$ cat config.mk
export PLATFORM = sky130hd
export DESIGN_NAME = rect_fill
export DESIGN_NICKNAME = d
export VERILOG_FILES = /design/src/rtl/rect_fill.sv
export SDC_FILE = /design/constraint.sdc
export NUM_CORES = 1
export LEC_CHECK = 0
export ABC_CLOCK_PERIOD_IN_PS = 2600
export BUFFER_PORTS_ARGS = -buffer_cell sky130_fd_sc_hd__buf_2
export CAP_MARGIN = 20
export CORE_AREA = 4 4 108 110
export CTS_BUF_LIST = sky130_fd_sc_hd__clkbuf_2 sky130_fd_sc_hd__clkbuf_4 sky130_fd_sc_hd__clkbuf_8
export DETAILED_ROUTE_END_ITERATION = 12
export DIE_AREA = 0 0 112 114
export PLACE_DENSITY = 0.77
export SLEW_MARGIN = 20
export SYNTH_ARGS = -nofsm -noshare
export SYNTH_HDL_FRONTEND = slang
export SYNTH_SLANG_ARGS = --single-unit
$ cat constraint.sdc
create_clock -name clk -period 2.6 [get_ports clk]
set_input_delay 0.52 -clock clk [delete_from_list [all_inputs] [get_ports clk]]
set_output_delay 0.52 -clock clk [all_outputs]
set_load 0.1 [all_outputs]
$ cat src/rtl/rect_fill.sv
// rect_fill: fills an inclusive rectangle in raster order, one {y,x}-addressed pixel write per accepted cycle.
// Define RECT_FILL_CLIP_EN to clamp commands to the SCREEN_W x SCREEN_H visible area.
module rect_fill #(
    parameter int SCREEN_W = 640,
    parameter int SCREEN_H = 480
) (
    input  logic        clk,
    input  logic        rst,
    input  logic        cmd_valid,
    output logic        cmd_ready,
    input  logic [15:0] cmd_x0,
    input  logic [15:0] cmd_y0,
    input  logic [15:0] cmd_x1,
    input  logic [15:0] cmd_y1,
    input  logic [8:0]  cmd_color,
    output logic        wr_en,
    input  logic        wr_ready,
    output logic [31:0] wr_addr,
    output logic [8:0]  wr_data,
    output logic        busy,
    output logic        done
);

`ifdef RECT_FILL_CLIP_EN
    localparam logic CLIP_EN = 1'b1;
`else
    localparam logic CLIP_EN = 1'b0;
`endif

    localparam logic [15:0] X_MAX = 16'(SCREEN_W - 1);
    localparam logic [15:0] Y_MAX = 16'(SCREEN_H - 1);

    typedef enum logic {IDLE, FILL} state_t;

    state_t      r_state;
    state_t      w_state_nxt;
    logic [15:0] r_x;
    logic [15:0] r_y;
    logic [15:0] r_x0;
    logic [15:0] r_x1;
    logic [15:0] r_y1;
    logic [8:0]  r_color;
    logic        r_done;
    logic        w_done_nxt;
    logic [15:0] w_x1_eff;
    logic [15:0] w_y1_eff;
    logic        w_offscreen;
    logic        w_empty;
    logic        w_accept;
    logic        w_wr_fire;
    logic        w_row_end;
    logic        w_last;

    // Clamp happens on the command inputs so the empty test sees the clipped extent.
    always_comb begin
        w_x1_eff    = cmd_x1;
        w_y1_eff    = cmd_y1;
        w_offscreen = 1'b0;
        if (CLIP_EN) begin
            w_x1_eff    = (cmd_x1 > X_MAX) ? X_MAX : cmd_x1;
            w_y1_eff    = (cmd_y1 > Y_MAX) ? Y_MAX : cmd_y1;
            w_offscreen = (cmd_x0 > X_MAX) || (cmd_y0 > Y_MAX);
        end
        w_empty = w_offscreen || (cmd_x0 > w_x1_eff) || (cmd_y0 > w_y1_eff);
    end

    assign w_accept  = cmd_valid && (r_state == IDLE);
    assign w_wr_fire = (r_state == FILL) && wr_ready;
    assign w_row_end = (r_x == r_x1);
    assign w_last    = w_row_end && (r_y == r_y1);

    always_ff @(posedge clk or negedge rst) begin
        if (!rst) begin
            r_state <= IDLE;
            r_done  <= 1'b0;
        end else begin
            r_state <= w_state_nxt;
            r_done  <= w_done_nxt;
        end
    end

    always_comb begin
        w_state_nxt = r_state;
        w_done_nxt  = 1'b0;
        case (r_state)
            IDLE: begin
                if (cmd_valid) begin
                    if (w_empty) w_done_nxt  = 1'b1;
                    else         w_state_nxt = FILL;
                end
            end
            FILL: begin
                if (wr_ready && w_last) begin
                    w_state_nxt = IDLE;
                    w_done_nxt  = 1'b1;
                end
            end
            default: w_state_nxt = IDLE;
        endcase
    end

    // Counters only step while not on the last pixel, so x1/y1 = 16'hFFFF never wraps.
    always_ff @(posedge clk or negedge rst) begin
        if (!rst) begin
            r_x     <= '0;
            r_y     <= '0;
            r_x0    <= '0;
            r_x1    <= '0;
            r_y1    <= '0;
            r_color <= '0;
        end else if (w_accept) begin
            r_x     <= cmd_x0;
            r_y     <= cmd_y0;
            r_x0    <= cmd_x0;
            r_x1    <= w_x1_eff;
            r_y1    <= w_y1_eff;
            r_color <= cmd_color;
        end else if (w_wr_fire && !w_last) begin
            if (w_row_end) begin
                r_x <= r_x0;
                r_y <= r_y + 16'd1;
            end else begin
                r_x <= r_x + 16'd1;
            end
        end
    end

    assign cmd_ready = (r_state == IDLE);
    assign busy      = (r_state == FILL);
    assign wr_en     = (r_state == FILL);
    assign wr_addr   = {r_y, r_x};
    assign wr_data   = r_color;
    assign done      = r_done;

endmodule

# Yosys cells after proc, flatten, opt, wreduce, memory -nomap -nowiden
# Cells that the tools add are included.
# word_totals
output_inout_bits	45
elab_cells	39
ff_bits	91
# classes
n_bitwise	1
n_reduce_logical	10
eq_ne	2
n_mux	14
order_cmp	2
n_addsub	2
# op_table
cell	count
$mux 16	6
$add 16x1->16 const B	2
$eq 16x16->1	2
$gt 16x16->1	2
$mux 1	6
$logic_and 1x1->1	5
$pmux 1 s2	2
$reduce_bool 2->1	2
$reduce_and 2->1	1
$logic_not 1->1	1
$logic_or 1x1->1	1
$not 1->1	1

# Logic depth before layout (Yosys ltp)
# depth
word_depth	6
ltp_mapped	10
depth_no_buf	9

# Least setup slack after synthesis
# OpenSTA, ideal clock, no wires.
# synth_path
kind	reg2reg
from	register r_x[13]
to	register r_y[13]
path_slack_ps	-545
t_required_ps	2480
setup_time_ps	120
synth_period_minus_slack_ps	3145
arrival_time_ps	3025
path_stages_with_launch	10
cell_sequence	dfrtp_1 -> xor2_1 -> nor4_4 -> nand4_4 -> or3_1 -> buf_2 -> buf_6 -> nor4_1 -> mux2i_1 -> nand2_1
# synth_between
elab_chain_len	6
word_cells_on_any_way	7
# synth_lines
element	line_no	rtl
start, declared	37	logic [15:0] r_x;
start signal, assigned	112	r_x <= cmd_x0;
start signal, assigned	120	r_x <= r_x0;
start signal, assigned	123	r_x <= r_x + 16'd1;
$eq 16x16->1 *	69	assign w_row_end = (r_x == r_x1);
$logic_and 1x1->1	70	assign w_last = w_row_end && (r_y == r_y1);
$logic_not 1->1	118	end else if (w_wr_fire && !w_last) begin
$logic_and 1x1->1	118	
$reduce_bool 2->1 (no source line)	--	
$reduce_and 2->1 (no source line) *	--	
end signal, assigned	113	r_y <= cmd_y0;
end signal, assigned	121	r_y <= r_y + 16'd1;
end, declared	38	logic [15:0] r_y;
# Every way passes the cells marked *; elsewhere a longest branch is shown, timed or not.
# A chain may end at the register's enable or synchronous reset.

# Final worst setup path
# layout_path
from	register r_x[5]
to	register r_y[13]
# Same word-level chain as after synthesis.

==> impl_metrics.env <==
export IMPL_n_antenna_cell=0
export IMPL_vias=4820
export IMPL_totalWireLength_um=14400
export IMPL_initial_core_util_pct=49.8
export IMPL_arrival_ns=2.69
export IMPL_fill_cells=986
export IMPL_seqPwrFrac_pct=32.4
export IMPL_syn_inst=604
export IMPL_fin_util_pct=60.3
export IMPL_postCtsHoldBufs=0
export IMPL_layout_setup_ws_ns=0.177
export IMPL_path_cells="xor2_1 > nor4_2 > nand4_4 > or3_4 > nor4_1 > mux2i_1 > nand2_1"
export IMPL_cp_max_fo=10
export IMPL_cts_tree="built"
export IMPL_synth_area_leaders="dfrtp_1 (43%), nand2_1 (11%), ha_1 (8.0%)"
export IMPL_crit_path_end_kind="flip-flop"
export IMPL_hpwl_um=11100
export IMPL_cts_sinks=91
export IMPL_grt_max_degree=52
export IMPL_grt_pass1_vias=4847
export IMPL_detail_route_wl_per_cell_um=16.4
export IMPL_pwr_density_cell_nw_per_um2=1340
export IMPL_crit_slowest_cell="dfrtp_4"
export IMPL_drv_slew=0
export IMPL_dp_slack_ns=0.0506
export IMPL_drive_above_1_share_pct=27.2
export IMPL_ios=122
export IMPL_critPathMaxStageDelay_ns=0.48
export IMPL_switching_share_pct=57.0
export IMPL_clk_latency_ns=0.38
export IMPL_syn_area_um2=5320
export IMPL_max_cap_viol_count=0
export IMPL_die_area_um2=12800
export IMPL_crit_required_ns=2.87
export IMPL_setup_tns_ns=0
export IMPL_cp_startpoint="r_x[5]"
export IMPL_fp_dieH_um=114
export IMPL_slew_headroom_pct=62.7
export IMPL_peakVddDrop_v=0.000976
export IMPL_synth_edff_count=0
export IMPL_internal_power_mw=3.72
export IMPL_setup_violations=0
export IMPL_synth_nets=715
export IMPL_final_cells=874
export IMPL_grt_overflow_total=0
export IMPL_grt_pass1_wl_um=23700
export IMPL_place_congestion=0.870
export IMPL_drt_iter0_drc=265
export IMPL_total_power_mw=8.66
export IMPL_status="completed"
export IMPL_rows=38
export IMPL_pwr_share_clk_pct=10.5
export IMPL_drc=0
export IMPL_syn_area_per_cell_um2=8.81
export IMPL_power_frac_comb_pct=57.1
export IMPL_ys_ff_latch=91
export IMPL_p_leak_nw=3.20
export IMPL_synth_async_sr_flop_share_pct=100
export IMPL_clock_fmax_mhz=413
export IMPL_seq_area_frac_synth_pct=42.8
export IMPL_post_route_period_util_pct=93.2
export IMPL_path_buf_inv=0
export IMPL_drt_pass1_iter_count=5
export IMPL_path_clk_slew_ns=0.09
export IMPL_core_um2=10700
export IMPL_power_switching_mw=4.93
export IMPL_postRouteAntennaNets=0
export IMPL_path_class="reg -> reg"
export IMPL_post_place_cells=858
export IMPL_yosysWarnings=0
export IMPL_via_per_inst=5.51
export IMPL_final_common_cell="nand2_1"
export IMPL_seq_area_um2=2330
export IMPL_rsz0062_at_grt="no"
export IMPL_cts_buffer_depth=2
export IMPL_tightest_slew_ns=0.560
export IMPL_grtUsageTotal_pct=23.1
export IMPL_clock_root_buffer="clkbuf_8"
export IMPL_holdCritPathClass="in -> async"
export IMPL_cts_inserted_buffers=9
export IMPL_ys_types=44
export IMPL_io_buffers=121
export IMPL_layout_common_cells="nand2_1 (151), buf_2 (120), dfrtp_1 (65)"
export IMPL_fin_nets=840
export IMPL_finalClockSkew_ns=0.00835
export IMPL_timing_rr_start="r_x[5]"
export IMPL_synth_top_area_share_pct=42.8
export IMPL_antenna_found_initial=0
export IMPL_multiInputGateArea_um2=2820
export IMPL_cp_start_kind="flip-flop"
export IMPL_path_delay_family="simple AND/OR/NAND/NOR gates"
export IMPL_synth_ff_type="dfrtp_1"
export IMPL_period_needed_ns=2.42
export IMPL_synth_largest_area_cell="dfrtp_1"
export IMPL_area_growth_pct=21.2
export IMPL_hold_viol=0
export IMPL_htree_levels=3
export IMPL_dieWidth_um=112
layer usage:
metal / track usage, % / vias up / wire [um]
met5: 0 / - / 0
met4: 8.25 / 0 / 400
met3: 5.20 / 36 / 1040
met2: 38.3 / 197 / 6880
met1: 30.0 / 2280 / 6040
li1: - / 2307 / -
power by group through the flow:
stage / logic (mW) / registers [mW] / clock network [mW]
floorplan: 1.68 / 4.95 / 0
global placement: 4.87 / 2.79 / 0
detailed placement: 4.95 / 2.82 / 0
CTS: 4.96 / 2.80 / 0.942
global route: 5.24 / 2.89 / 1.00
finish: 4.94 / 2.81 / 0.912
final cells by class:
| cell class | instances | share of cell area (%) |
|---|---|---|
| Multi-Input combinational cell | 451 | 43.8 |
| Sequential cell | 91 | 36.2 |
| Timing Repair Buffer | 140 | 12.3 |
| Tap cell | 140 | 2.72 |
| Clock buffer | 12 | 2.46 |
| Inverter | 36 | 2.10 |
| Clock inverter | 4 | 0.388 |
cell usage after synthesis (all sizes together) (2+ instances only):
cell type / count
and2: 5
o211ai: 4
a211oi: 9
clkbuf: 18
a211o: 2
mux2i: 6
mux2: 3
a22o: 2
a21o: 4
a21oi: 19
ha: 34
o21ai: 65
xor2: 20
a31oi: 3
o221ai: 5
nor3: 7
and3: 5
xnor2: 27
inv: 36
nand4: 22
nand3: 6
nor2b: 7
dfrtp: 91
nor4: 14
or3: 2
nand2: 152
nor2: 20
buf: 8
final timing paths:
path                              end  slack [ns]  cells after the start
max                           r_y[13]        0.18                      7
min                           r_x1[4]        0.12                      1
max reg2reg                   r_y[13]        0.18                      7
min reg2reg                wr_data[4]        0.48                      2
max in group asynchronous      r_y[2]        1.80                      2
min in group clk           wr_data[4]        0.33                      3
cells by family after synthesis:
logic type	share of synthesized area (%)
AO/OA/AOI/OAI	13.1
XOR/XNOR	7.88
adder cells (fa/ha/maj)	7.99
buffers and inverters	4.77
flip-flops	42.8
multiplexers	1.76
AND/OR/NAND/NOR	21.7
state kept, by name, indices dropped and copies added, names as in the netlist:
register	count
r_y1	16
r_y	16
busy	1
r_x	16
wr_data	9
r_x1	16
r_x0	16
done	1
through the flow:
step	area [um^2]	hold WS, ns
after floorplan	5390	0.224
after global placement	6230	0.452
after detailed placement	6230	0.461
after CTS	6420	0.143
after global routing	6450	0.154
final	6450	0.118
worst register-to-register path, delay by kind of cell (launching register included):
kind	cells	cell delay, ns
muxes	1	0.24
xor gates and xnor gates	1	0.18
DFF	1	0.48
and+or+nand+nor	5	1.43
repair_timing:
item,4_1_cts,5_1_grt
setup endpoints to repair,0,15
setup buffers,0,0
gates resized for setup,0,6
No activity file was read; power rests on OpenSTA's default activity.
